### config.mk
export PLATFORM = sky130hd
export DESIGN_NAME = mantissa_align_shifter
export DESIGN_NICKNAME = d
export VERILOG_FILES = /design/src/rtl/mantissa_align_shifter.sv
export SDC_FILE = /design/constraint.sdc
export NUM_CORES = 1
export LEC_CHECK = 0
export CAP_MARGIN = 20
export CORE_AREA = 8 8 86 145
export CTS_CLUSTER_DIAMETER = 60
export DETAILED_ROUTE_END_ITERATION = 16
export DIE_AREA = 0 0 94 153
export PLACE_DENSITY_LB_ADDON = 0.15
export SLEW_MARGIN = 25
export SYNTH_ARGS = -nofsm -noshare
export SYNTH_HDL_FRONTEND = slang
export SYNTH_SLANG_ARGS = --single-unit
### constraint.sdc
create_clock -name clk -period 10.03 [get_ports clk]
set_input_delay 1.5045 -clock clk [delete_from_list [all_inputs] [get_ports clk]]
set_output_delay 1.5045 -clock clk [all_outputs]
set_load 0.03 [all_outputs]
### src/rtl/mantissa_align_shifter.sv
// Pipelined logical right shifter for floating-point mantissa alignment.
// One pipeline stage per shift-amount bit, largest shift first. Bits shifted
// out below the round position are folded into a sticky bit. The sideband
// tag travels with its beat unchanged. All stages advance together whenever
// the output is empty or being consumed.
module mantissa_align_shifter #(
    parameter int unsigned W       = 11,
    parameter int unsigned SHAMT_W = 5,
    parameter int unsigned TAG_W   = 8
) (
    input  logic               clk,
    input  logic               rst,
    input  logic               in_valid,
    output logic               in_ready,
    input  logic [W-1:0]       in_mant,
    input  logic [SHAMT_W-1:0] in_shamt,
    input  logic [TAG_W-1:0]   in_tag,
    output logic               out_valid,
    input  logic               out_ready,
    output logic [W-1:0]       out_mant,
    output logic               out_guard,
    output logic               out_round,
    output logic               out_sticky,
    output logic [TAG_W-1:0]   out_tag
);

    // Extended datapath: mantissa plus guard and round positions.
    localparam int unsigned EW   = W + 2;
    localparam int unsigned LAST = SHAMT_W - 1;

    logic [EW-1:0]      ext_q    [SHAMT_W];
    logic               sticky_q [SHAMT_W];
    logic [SHAMT_W-1:0] sh_q     [SHAMT_W];
    logic [TAG_W-1:0]   tag_q    [SHAMT_W];
    logic               vld_q    [SHAMT_W];

    logic en;

    // One conditional shift step; returns {sticky, ext}. A mask built from a
    // shifted all-ones vector covers every bit once the amount reaches EW.
    function automatic logic [EW:0] align_stage(input logic [EW-1:0] e,
                                                input logic          st,
                                                input logic          do_shift,
                                                input int unsigned   amt);
        logic [EW-1:0] mask;
        mask = ~({EW{1'b1}} << amt);
        if (do_shift) begin
            return {st | (|(e & mask)), e >> amt};
        end
        return {st, e};
    endfunction

    // Single global advance: the whole pipe moves unless the output is stalled.
    assign en       = out_ready | ~vld_q[LAST];
    assign in_ready = en;

    for (genvar k = 0; k < SHAMT_W; k++) begin : g_stage
        localparam int unsigned AMT = 32'd1 << (SHAMT_W - 1 - k);

        logic [EW-1:0]      ext_in;
        logic               st_in;
        logic [SHAMT_W-1:0] sh_in;
        logic [TAG_W-1:0]   tag_in;
        logic               vld_in;
        logic [EW-1:0]      ext_nxt;
        logic               st_nxt;

        if (k == 0) begin : g_first
            assign ext_in = {in_mant, 2'b00};
            assign st_in  = 1'b0;
            assign sh_in  = in_shamt;
            assign tag_in = in_tag;
            assign vld_in = in_valid;
        end else begin : g_rest
            assign ext_in = ext_q[k-1];
            assign st_in  = sticky_q[k-1];
            assign sh_in  = sh_q[k-1];
            assign tag_in = tag_q[k-1];
            assign vld_in = vld_q[k-1];
        end

        // The remaining shift bits are kept MSB-aligned, so each stage reads the top bit.
        assign {st_nxt, ext_nxt} = align_stage(ext_in, st_in, sh_in[SHAMT_W-1], AMT);

        // Stage register: loads on global advance, clears on reset.
        always_ff @(posedge clk or posedge rst) begin
            if (rst) begin
                ext_q[k]    <= '0;
                sticky_q[k] <= 1'b0;
                sh_q[k]     <= '0;
                tag_q[k]    <= '0;
                vld_q[k]    <= 1'b0;
            end else if (en) begin
                ext_q[k]    <= ext_nxt;
                sticky_q[k] <= st_nxt;
                sh_q[k]     <= sh_in << 1;
                tag_q[k]    <= tag_in;
                vld_q[k]    <= vld_in;
            end
        end
    end

    // The final stage's leftover shift bits are all consumed.
    logic unused_sh;
    assign unused_sh = ^sh_q[LAST];

    assign out_valid  = vld_q[LAST];
    assign out_mant   = ext_q[LAST][EW-1:2];
    assign out_guard  = ext_q[LAST][1];
    assign out_round  = ext_q[LAST][0];
    assign out_sticky = sticky_q[LAST];
    assign out_tag    = tag_q[LAST];

endmodule
# After elaboration in Yosys (flattened, before gate mapping)
# Index checks and enable logic that the tools add are counted.
dict set report word_totals {
  ff_bits 125
  inputBits 28
}
dict set report classes {
  bitwise_logic 6
  reduce_logical 4
  muxes 15
}
# op count
set ops {}
lappend ops {{$mux 14} 10}
lappend ops {{$reduce_or 11->1} 1}
lappend ops {{$reduce_or 8->1} 1}
lappend ops {{$mux 1} 5}
lappend ops {{$or 1x1->1} 5}
lappend ops {{$reduce_or 4->1} 1}
lappend ops {{$reduce_or 2->1} 1}
lappend ops {{$not 1->1} 1}

# Logic depth before layout (Yosys ltp)
# Gate-level depths: netlist (run 1).
dict set report logic_depth {
  word_depth 4
  mapped_depth 6
  mapped_depth_nobuf 4
}

# Worst setup path before layout (run 1)
# OpenSTA, ideal clock, no wires.
dict set report synth_path {
  kind {input-to-output}
  startpoint {in out_ready}
  endpoint {out in_ready}
  arrival_ns 2.109
  setup_slack_ns 6.417
  stages 3
  cell_sequence {nor2b_2 inv_2 clkbuf_1}
}
dict set report synth_via {
  elab_chain_len 1
}
# item line
set synth_rtl {}
lappend synth_rtl {{start: declaration} 19} ;# input logic out_ready,
lappend synth_rtl {{$or 1x1->1} 54} ;# assign en = out_ready | ~vld_q[LAST];
lappend synth_rtl {{end: declaration} 14} ;# output logic in_ready,
# Every way passes these cells.

# Final worst setup path (run 1)
# Same ends and word-level chain as after synthesis.

==> impl_metrics.py, run 1 <==
metrics = {
    "logic_synthesis": {
        "yosysUniqueCellTypes": 23,
        "synth-seq-area-share_pct": 60.3,
        "syn_area_sq_mm": 0.00510,
        "synthArstFlopShare_pct": 100,
        "avgSynthCellArea_sq_um": 9.52,
        "synth_xor_area_share_pct": 0,
        "synthSimpleGateAreaFrac_pct": 24.3,
        "synth.most_common_cell": "nand2_1",
        "muxShareOfSynthArea_pct": 6.86,
        "ys.flop_type": "dfrtp_1",
        "synth_edf_count": 0,
        "ys_ff_latch": 123,
        "synth_top_area_share_pct": 60.3,
        "synth_top_family_by_area": "simple AND/OR/NAND/NOR gates",
        "yosysTopAreaCell": "dfrtp_1",
        "syn_inst": 536,
        "ys_top_cells_by_count": "nand2_1 (256), dfrtp_1 (123), o21ai_0 (38)",
        "yosysWarnings": 0,
        "synthTopCellsByArea": "dfrtp_1 (60%), nand2_1 (19%), mux2i_1 (6.9%), nand3b_1 (3.8%), o21ai_0 (3.7%)",
        "synth_fp_nets": 564,
        "synth_fa_ha_area_share_pct": 0,
        "synth_compound_area_share_pct": 4.71,
    },
    "drt": {
        "via_per_inst": 4.85,
        "ant_nets": 0,
        "vias": 3470,
        "dr.pass1.iters": 4,
        "wire_per_inst_um": 12.3,
        "drt_wl_total_um": 8810,
        "drtIter0Drc": 197,
        "drcViolationCount": 0,
    },
    "timing": {
        "tns_ns": 0,
        "fin_ws_ns": 5.14,
        "fmax_mhz": 205,
        "final.setup_skew_ns": 0.00571,
        "grt_setup_unrepaired": "false",
        "min_period_ns": 4.89,
        "tightest_slew_ns": 0.890,
        "setup_violations": 0,
        "finalCritPeriodShare_pct": 48.7,
        "hold_viol_final": 0,
        "slew_headroom_pct": 40.7,
        "drv_slew": 0,
    },
    "floorplanning": {
        "chipWidth_um": 94,
        "num_io_pins": 52,
        "start_util_pct": 48.6,
        "dieArea_sq_mm": 0.0144,
        "rows": 50,
        "die-height_um": 153,
        "design.core.area_sq_mm": 0.0105,
    },
    "clock_tree": {
        "cts_resized": 0,
        "cts.sinks": 123,
        "numCtsBuffers": 17,
        "postCtsSetupBuffers": 0,
        "insertion_delay_ns": 0.41,
        "tritoncts": "yes",
        "clockBufferDepth": 2,
        "h-tree-depth": 4,
        "clkTransAtPathRegs_ns": 0.05,
        "cts_root_buffer": "clkbuf_16",
        "hold_buffers": 0,
    },
    "placement": {
        "io_buffer_count": 51,
        "pre_cts_ws_ns": 5.14,
        "routabilityCongestion": 0.718,
        "dp_hpwl_um": 5640,
        "placed_area_sq_mm": 0.00563,
    },
    "grt": {
        "grt_pass1_wl_um": 15600,
        "grtUsageTotal_pct": 13.5,
        "use_met3_pct": 4.41,
        "met1_usage_pct": 14.6,
        "antenna_found_initial": 0,
        "grt_overflow": 0,
        "grt_pass1_vias": 3563,
        "top_usage_layer": "met2",
        "grt_max_degree": 89,
        "use_met2_pct": 23.0,
    },
    "critical_path": {
        "critPathCaptureType": "primary output",
        "cpPeakStageDelay_ns": 0.62,
        "cp.arrival_ns": 3.38,
        "ff2ff_path_depth": 4,
        "crit_chain": "clkdlybuf4s50_1, nor2b_4, buf_4, inv_2, clkdlybuf4s50_1",
        "crit_top_cell": "clkdlybuf4s50_1",
        "cp_data_required_time_ns": 8.53,
        "critPathKind": "primary input to primary output",
        "worstPathMaxFanout": 80,
        "start_kind": "primary input",
        "critical-path-slowest-cell": "clkdlybuf4s50_1",
    },
    "final_layout": {
        "antenna_cells": 0,
        "final-seq-area_sq_mm": 0.00308,
        "nets": 603,
        "fillers": 936,
        "final_util_pct": 58.4,
        "multi_input_area_sq_mm": 0.00184,
        "drive_gt1_share_pct": 5.64,
        "design_area_sq_mm": 0.00613,
        "syn2layout_area_growth_pct": 20.1,
    },
    "power": {
        "p_leak_nw": 3.02,
        "p_seq_share_pct": 44.7,
        "p_clk_share_pct": 28.1,
        "combPwrFrac_pct": 27.2,
        "vdd_drop_max_uv": 161,
        "power.switching_uw": 618,
        "power.internal_mw": 1.23,
        "power_density_mw_per_mm2": 301,
        "swShare_pct": 33.5,
    },
    "run_status": {
        "status": "completed",
    },
    "worst_hold_path": {
        "min_path_cells": 2,
        "hp-class": "flop to flop",
    },
    "job": {
        "drv_cap": 0,
    },
}
cells by family (layout without fill, tap and decap cells):
group / count (synthesis) / count (layout)
AND/OR/NAND/NOR: 297 / 297
AO/OA/AOI/OAI: 44 / 44
buffers and inverters: 37 / 86
flip-flops: 123 / 123
multiplexers: 35 / 35
cell type report:
type | instances | share of cell area (%)
Sequential cell | 123 | 50.2
Multi-Input combinational cell | 376 | 30.0
Timing Repair Buffer | 55 | 8.81
Clock buffer | 26 | 7.98
Tap cell | 130 | 2.65
Clock inverter | 3 | 0.245
Inverter | 2 | 0.163
registers in the layout, summed over array words and instances (netlist names):
signal,count
g_stage.ext_in,50
out_sticky,1
out_tag,8
out_valid,1
out_round,1
g_stage.st_in,4
out_guard,1
g_stage.vld_in,4
g_stage.sh_in,10
g_stage.tag_in,32
out_mant,11
worst max-delay path, delay by kind of cell:
| kind | cells | cell delay (ns) |
|---|---|---|
| buffers and inverters | 4 | 1.72 |
| and+or+nand+nor | 1 | 0.11 |
per-layer routing:
| metal | up-vias | share of wire [%] |
|---|---|---|
| li1 | 1792 | - |
| met4 | 0 | 1.6 |
| met3 | 11 | 4.3 |
| met5 | - | 0 |
| met2 | 62 | 52 |
| met1 | 1605 | 42 |
stage by stage:
step / hold WS (ns) / cells / total power [mW]
detailed placement: 0.455 / 686 / 1.34
global placement: 0.443 / 686 / 1.32
finish: 0.458 / 715 / 1.84
floorplan: 0.430 / 536 / 1.19
CTS: 0.466 / 715 / 1.87
global route: 0.482 / 715 / 1.97
placed cells by master (no fill, tap or decap):
master / count
a21oi_1: 4
nand3b_1: 26
a21oi_2: 1
o21ai_0: 38
inv_2: 1
clkbuf_1: 6
mux2i_1: 35
clkdlybuf4s50_1: 51
buf_4: 4
clkbuf_8: 3
nand2b_1: 1
nor3_1: 1
clkinv_2: 3
clkbuf_16: 17
nor2b_4: 1
nand3_1: 2
nor2_1: 5
nor4_1: 2
dfrtp_1: 123
o31ai_4: 1
inv_4: 1
nand2_1: 256
and3_1: 1
or4_1: 1
or4_4: 1
power groups by stage:
| stage | registers, mW | clock network (mW) | logic, mW |
|---|---|---|---|
| 3_3_place_gp | 0.827 | 0 | 0.496 |
| 3_5_place_dp | 0.836 | 0 | 0.508 |
| 4_1_cts | 0.828 | 0.532 | 0.511 |
| 6_report | 0.825 | 0.519 | 0.501 |
| 2_1_floorplan | 0.848 | 0 | 0.343 |
| 5_1_grt | 0.854 | 0.552 | 0.566 |
worst paths after layout:
check / start / to / slack, ns
min in group asynchronous: rst / out_tag[7] / 1.65
max in group asynchronous: rst / g_stage[1].ext_in[7] / 7.25
setup / recovery: out_ready / in_ready / 5.14
hold reg to reg: out_tag[4] / out_tag[4] / 0.46
setup reg to reg: out_valid / out_mant[5] / 7.90
hold / removal: out_tag[4] / out_tag[4] / 0.46
No activity file was read; power rests on OpenSTA's default activity.
==> run 2, diff against run 1 <==
- clock period: 10.03 -> 4.46 ns (I/O delays scaled with it)
==> run 2 against run 1 <==
Power rose by 140%. Setup slack lost 3.6 ns. Via count rose by 0.43%. Highest routed layer unchanged. Register-to-register slack worse by 5.2 ns. Non-clock buffer count is 1 higher. Largest power group unchanged. Combinational power up 130%.
==> impl_metrics.py, run 2 (same netlist as run 1, synthesis figures left out) <==
metrics = {
    "floorplanning": {
        "rows": 50,
        "die-height_um": 153,
        "design.core.area_sq_mm": 0.0105,
        "start_util_pct": 48.6,
        "num_io_pins": 52,
        "chipWidth_um": 94,
        "dieArea_sq_mm": 0.0144,
    },
    "clock_tree": {
        "cts_root_buffer": "clkbuf_16",
        "h-tree-depth": 4,
        "tritoncts": "yes",
        "cts_resized": 0,
        "clockBufferDepth": 2,
        "insertion_delay_ns": 0.41,
        "cts.sinks": 123,
        "clkTransAtPathRegs_ns": 0.05,
        "hold_buffers": 0,
        "postCtsSetupBuffers": 0,
        "numCtsBuffers": 17,
    },
    "timing": {
        "final.setup_skew_ns": 0.00785,
        "slew_headroom_pct": 44.0,
        "fmax_mhz": 348,
        "hold_viol_final": 0,
        "min_period_ns": 2.88,
        "tightest_slew_ns": 0.840,
        "setup_violations": 0,
        "finalCritPeriodShare_pct": 64.5,
        "holdWs_ns": 0.455,
        "grt_setup_unrepaired": "false",
        "drv_slew": 0,
        "tns_ns": 0,
    },
    "placement": {
        "routabilityCongestion": 0.748,
        "dp_hpwl_um": 5800,
        "io_buffer_count": 51,
    },
    "drt": {
        "via_per_inst": 4.85,
        "wl_met1_um": 3850,
        "wire_per_inst_um": 12.6,
        "dr.pass1.iters": 6,
        "wl_met3_um": 383,
        "wl_met2_um": 4720,
        "vias": 3485,
        "drt_wl_total_um": 9100,
        "ant_nets": 0,
        "drcViolationCount": 0,
        "drtIter0Drc": 186,
        "highest_layer": "met4",
    },
    "critical_path": {
        "critPathLaunch": "out_ready",
        "start_kind": "primary input",
        "critical-path-slowest-cell": "clkdlybuf4s50_1",
        "critPathCaptureType": "primary output",
        "critPathKind": "primary input to primary output",
        "path_buf_inv": 3,
        "cp.arrival_ns": 2.21,
        "cp_data_required_time_ns": 3.79,
        "worstPathMaxFanout": 20,
        "crit_chain": "clkdlybuf4s50_1, nor2b_4, inv_2, clkdlybuf4s50_1",
        "cpPeakStageDelay_ns": 0.60,
        "crit_top_cell": "clkdlybuf4s50_1",
        "r2r-start": "out_valid",
        "critPathTopFamily": "buffers and inverters",
    },
    "power": {
        "vdd_drop_max_uv": 348,
        "power_density_mw_per_mm2": 715,
        "power_mw": 4.51,
        "p_leak_nw": 3.10,
    },
    "final_layout": {
        "drive_gt1_share_pct": 7.30,
        "final-seq-area_sq_mm": 0.00308,
        "nets": 604,
        "multi_input_area_sq_mm": 0.00184,
        "largest_register_ffs": 50,
        "final_cell_mix": "nand2_1 (256), dfrtp_1 (123), clkdlybuf4s50_1 (51)",
        "syn2layout_area_growth_pct": 23.6,
        "antenna_cells": 0,
        "fillers": 936,
        "final_util_pct": 60.0,
        "final_common_cell": "nand2_1",
    },
    "grt": {
        "grt_overflow": 0,
        "antenna_found_initial": 0,
        "grt_pass1_vias": 3596,
        "grt_max_degree": 89,
        "grt_pass1_wl_um": 16200,
        "grtUsageTotal_pct": 14.0,
    },
    "run_status": {
        "status": "completed",
    },
    "job": {
        "drv_cap": 0,
    },
    "worst_hold_path": {
        "hold_start": "g_stage[4].vld_in",
        "hp-class": "flop to flop",
    },
}
-- run 2: changes by cell type in the layout (fill, tap and decap cells not counted), sizes merged --
cell and delta:
bufinv +5, clkbuf -5, clkinvlp +2, buf +1
clkinv +1
-- run 2: final cells by class --
| cell class | instances | share of cell area (%) |
|---|---|---|
| inverter | 2 | 0.198 |
| tap | 130 | 2.58 |
| clock buffer | 21 | 7.62 |
| sequential | 123 | 48.8 |
| timing repair buffer | 56 | 8.69 |
| multi-input combinational | 376 | 29.1 |
| clock inverter | 11 | 2.99 |
-- run 2: power by group --
| group | leakage, nW | total, mW | internal (mW) | switching [mW] |
|---|---|---|---|---|
| combinational | 1.20 | 1.13 | 0.488 | 0.645 |
| sequential | 1.57 | 1.86 | 1.53 | 0.325 |
| clock | 0.325 | 1.52 | 1.05 | 0.474 |
| total | 3.10 | 4.51 | 3.07 | 1.44 |
-- run 2: per-layer routing --
metal  global-route usage, %  vias to the layer above
met1                    15.4                     1618
li1                        -                     1798
met2                    23.7                       59
met5                       0                        -
met3                    4.95                       10
met4                    5.70                        0
-- run 2: path summary, 6_finish.rpt --
check / cells past startpoint / slack [ns] / to
max: 4 / 1.58 / in_ready
min: 1 / 0.46 / out_valid
max reg2reg: 3 / 2.67 / g_stage[4].ext_in[5]
min reg2reg: 1 / 0.46 / out_valid
max in group asynchronous: 3 / 2.87 / out_tag[1]
min in group asynchronous: 2 / 0.72 / out_tag[7]
-- run 2: through the flow --
| stage | cells | instance area (sq um) | setup WS, ns |
|---|---|---|---|
| global placement | 687 | 5640 | 1.57 |
| floorplan | 536 | 5100 | 0.520 |
| CTS | 719 | 6310 | 1.56 |
| global route | 719 | 6310 | 1.52 |
| finish | 719 | 6310 | 1.58 |
| detailed placement | 687 | 5640 | 1.56 |
==> run 3, diff against run 2 <==
- clock period: 4.46 -> 2.5 ns (I/O delays scaled with it)
==> run 3 against run 2 <==
Power is 73% higher. Combinational power is 80% higher. Die area stayed put. Critical endpoint unchanged. Largest cell class unchanged. Largest power group unchanged. Highest routed layer unchanged.
==> impl_metrics.py, run 3 (same netlist as run 1, synthesis figures left out) <==
metrics = {
    "run_status": {
        "status": "completed",
    },
    "floorplanning": {
        "start_util_pct": 48.6,
        "num_io_pins": 52,
        "design.core.area_sq_mm": 0.0105,
        "die-height_um": 153,
        "dieArea_sq_mm": 0.0144,
        "chipWidth_um": 94,
        "rows": 50,
    },
    "critical_path": {
        "worstPathMaxFanout": 3,
        "cp.arrival_ns": 1.71,
        "cp_data_required_time_ns": 2.12,
        "reg2reg_slack_ns": 0.88,
        "rr_endpoint": "g_stage[1].st_in",
        "critPathCaptureType": "primary output",
        "r2r-start": "out_valid",
        "critPathLaunch": "out_ready",
        "start_kind": "primary input",
        "ff2ff_path_depth": 5,
        "endpoint": "in_ready",
        "critPathKind": "primary input to primary output",
    },
    "placement": {
        "io_buffer_count": 51,
        "placed_area_sq_mm": 0.00568,
        "dp_hpwl_um": 5700,
        "dp_cells": 687,
        "routabilityCongestion": 0.772,
        "pre_cts_ws_ns": 0.388,
    },
    "grt": {
        "grt_pass1_wl_um": 15400,
        "grt_max_degree": 157,
        "grt_pass1_vias": 3500,
        "antenna_found_initial": 0,
        "grt_overflow": 0,
        "grtUsageTotal_pct": 13.3,
    },
    "clock_tree": {
        "clockBufferDepth": 2,
        "cts_root_buffer": "clkbuf_16",
        "numCtsBuffers": 17,
        "cts_resized": 0,
        "cts.sinks": 123,
        "clkTransAtPathRegs_ns": 0.05,
        "tritoncts": "yes",
        "hold_buffers": 0,
        "h-tree-depth": 4,
        "insertion_delay_ns": 0.40,
        "postCtsSetupBuffers": 0,
    },
    "final_layout": {
        "fillers": 933,
        "fin_cells": 719,
        "drive_gt1_share_pct": 6.79,
        "antenna_cells": 0,
        "design_area_sq_mm": 0.00629,
        "largest_register_ffs": 50,
        "multi_input_area_sq_mm": 0.00184,
        "final_common_cell": "nand2_1",
        "syn2layout_area_growth_pct": 23.2,
        "final_cell_mix": "nand2_1 (256), dfrtp_1 (123), clkdlybuf4s50_1 (51)",
        "nets": 604,
        "final-seq-area_sq_mm": 0.00308,
    },
    "drt": {
        "drt_wl_total_um": 8800,
        "drtIter0Drc": 149,
        "ant_nets": 0,
        "vias": 3467,
        "via_per_inst": 4.82,
        "wire_per_inst_um": 12.2,
        "dr.pass1.iters": 4,
        "drcViolationCount": 0,
    },
    "timing": {
        "holdWs_ns": 0.415,
        "setup_violations": 0,
        "fin_ws_ns": 0.420,
        "tns_ns": 0,
        "drv_slew": 0,
        "slew_headroom_pct": 42.9,
        "fmax_mhz": 481,
        "finalCritPeriodShare_pct": 83.2,
        "min_period_ns": 2.08,
        "final.setup_skew_ns": 0.00462,
        "grt_setup_unrepaired": "false",
        "hold_viol_final": 0,
        "tightest_slew_ns": 0.857,
    },
    "job": {
        "drv_cap": 0,
    },
    "power": {
        "p_leak_nw": 3.09,
        "power_density_mw_per_mm2": 1240,
        "vdd_drop_max_uv": 694,
    },
    "worst_hold_path": {
        "hp-class": "primary input to async pin",
    },
}
-- run 3: cell types whose count changed in the layout (fill, tap and decap cells not counted), sizes merged --
cell | before | now
inv | 2 | 1
clkbuf | 21 | 25
bufinv | 5 | 3
clkinvlp | 2 | 1
-- run 3: routing by layer --
metal | vias up | GRT usage (%) | wire length, um
met5 | - | 0 | 0
li1 | 1790 | - | -
met3 | 11 | 3.73 | 389
met1 | 1603 | 14.1 | 3640
met4 | 0 | 5.93 | 138
met2 | 63 | 23.5 | 4630
-- run 3: metrics by stage --
| stage | power (mW) | utilization [%] |
|---|---|---|
| 6_report | 7.82 | 59.9 |
| 5_1_grt | 8.32 | 59.9 |
| 4_1_cts | 7.93 | 59.9 |
| 3_5_place_dp | 5.41 | 54.0 |
| 3_3_place_gp | 5.32 | 54.0 |
| 2_1_floorplan | 4.78 | - |
-- run 3: worst max-delay path, cell delays in order --
cell and delay [ns]:
clkdlybuf4s50_1 0.44, nor2b_4 0.23, inv_2 0.05, clkdlybuf4s50_1 0.60
-- run 3: cell type report --
type / instances / area share [%]
Sequential cell: 123 / 48.9
Inverter: 2 / 0.179
Timing Repair Buffer: 56 / 9.31
Tap cell: 130 / 2.59
Clock buffer: 25 / 8.04
Clock inverter: 7 / 1.75
Multi-Input combinational cell: 376 / 29.2
-- run 3: worst min path at each step --
stage                      start              endpoint  slack [ns]  depth (start not counted)
2_1_floorplan  g_stage[4].vld_in     g_stage[4].vld_in        0.43                          2
4_1_cts                      rst  g_stage[4].tag_in[0]        0.42                          2
3_3_place_gp   g_stage[4].vld_in     g_stage[4].vld_in        0.44                          2
6_report                     rst  g_stage[4].tag_in[0]        0.41                          2
5_1_grt                      rst  g_stage[4].tag_in[0]        0.46                          2
3_5_place_dp   g_stage[4].vld_in     g_stage[4].vld_in        0.45                          2
-- run 3: report_power, final --
part | switching [mW] | leakage, nW | internal (mW)
clock | 0.795 | 0.307 | 1.69
sequential | 0.566 | 1.57 | 2.73
combinational | 1.15 | 1.21 | 0.882
total | 2.51 | 3.09 | 5.31
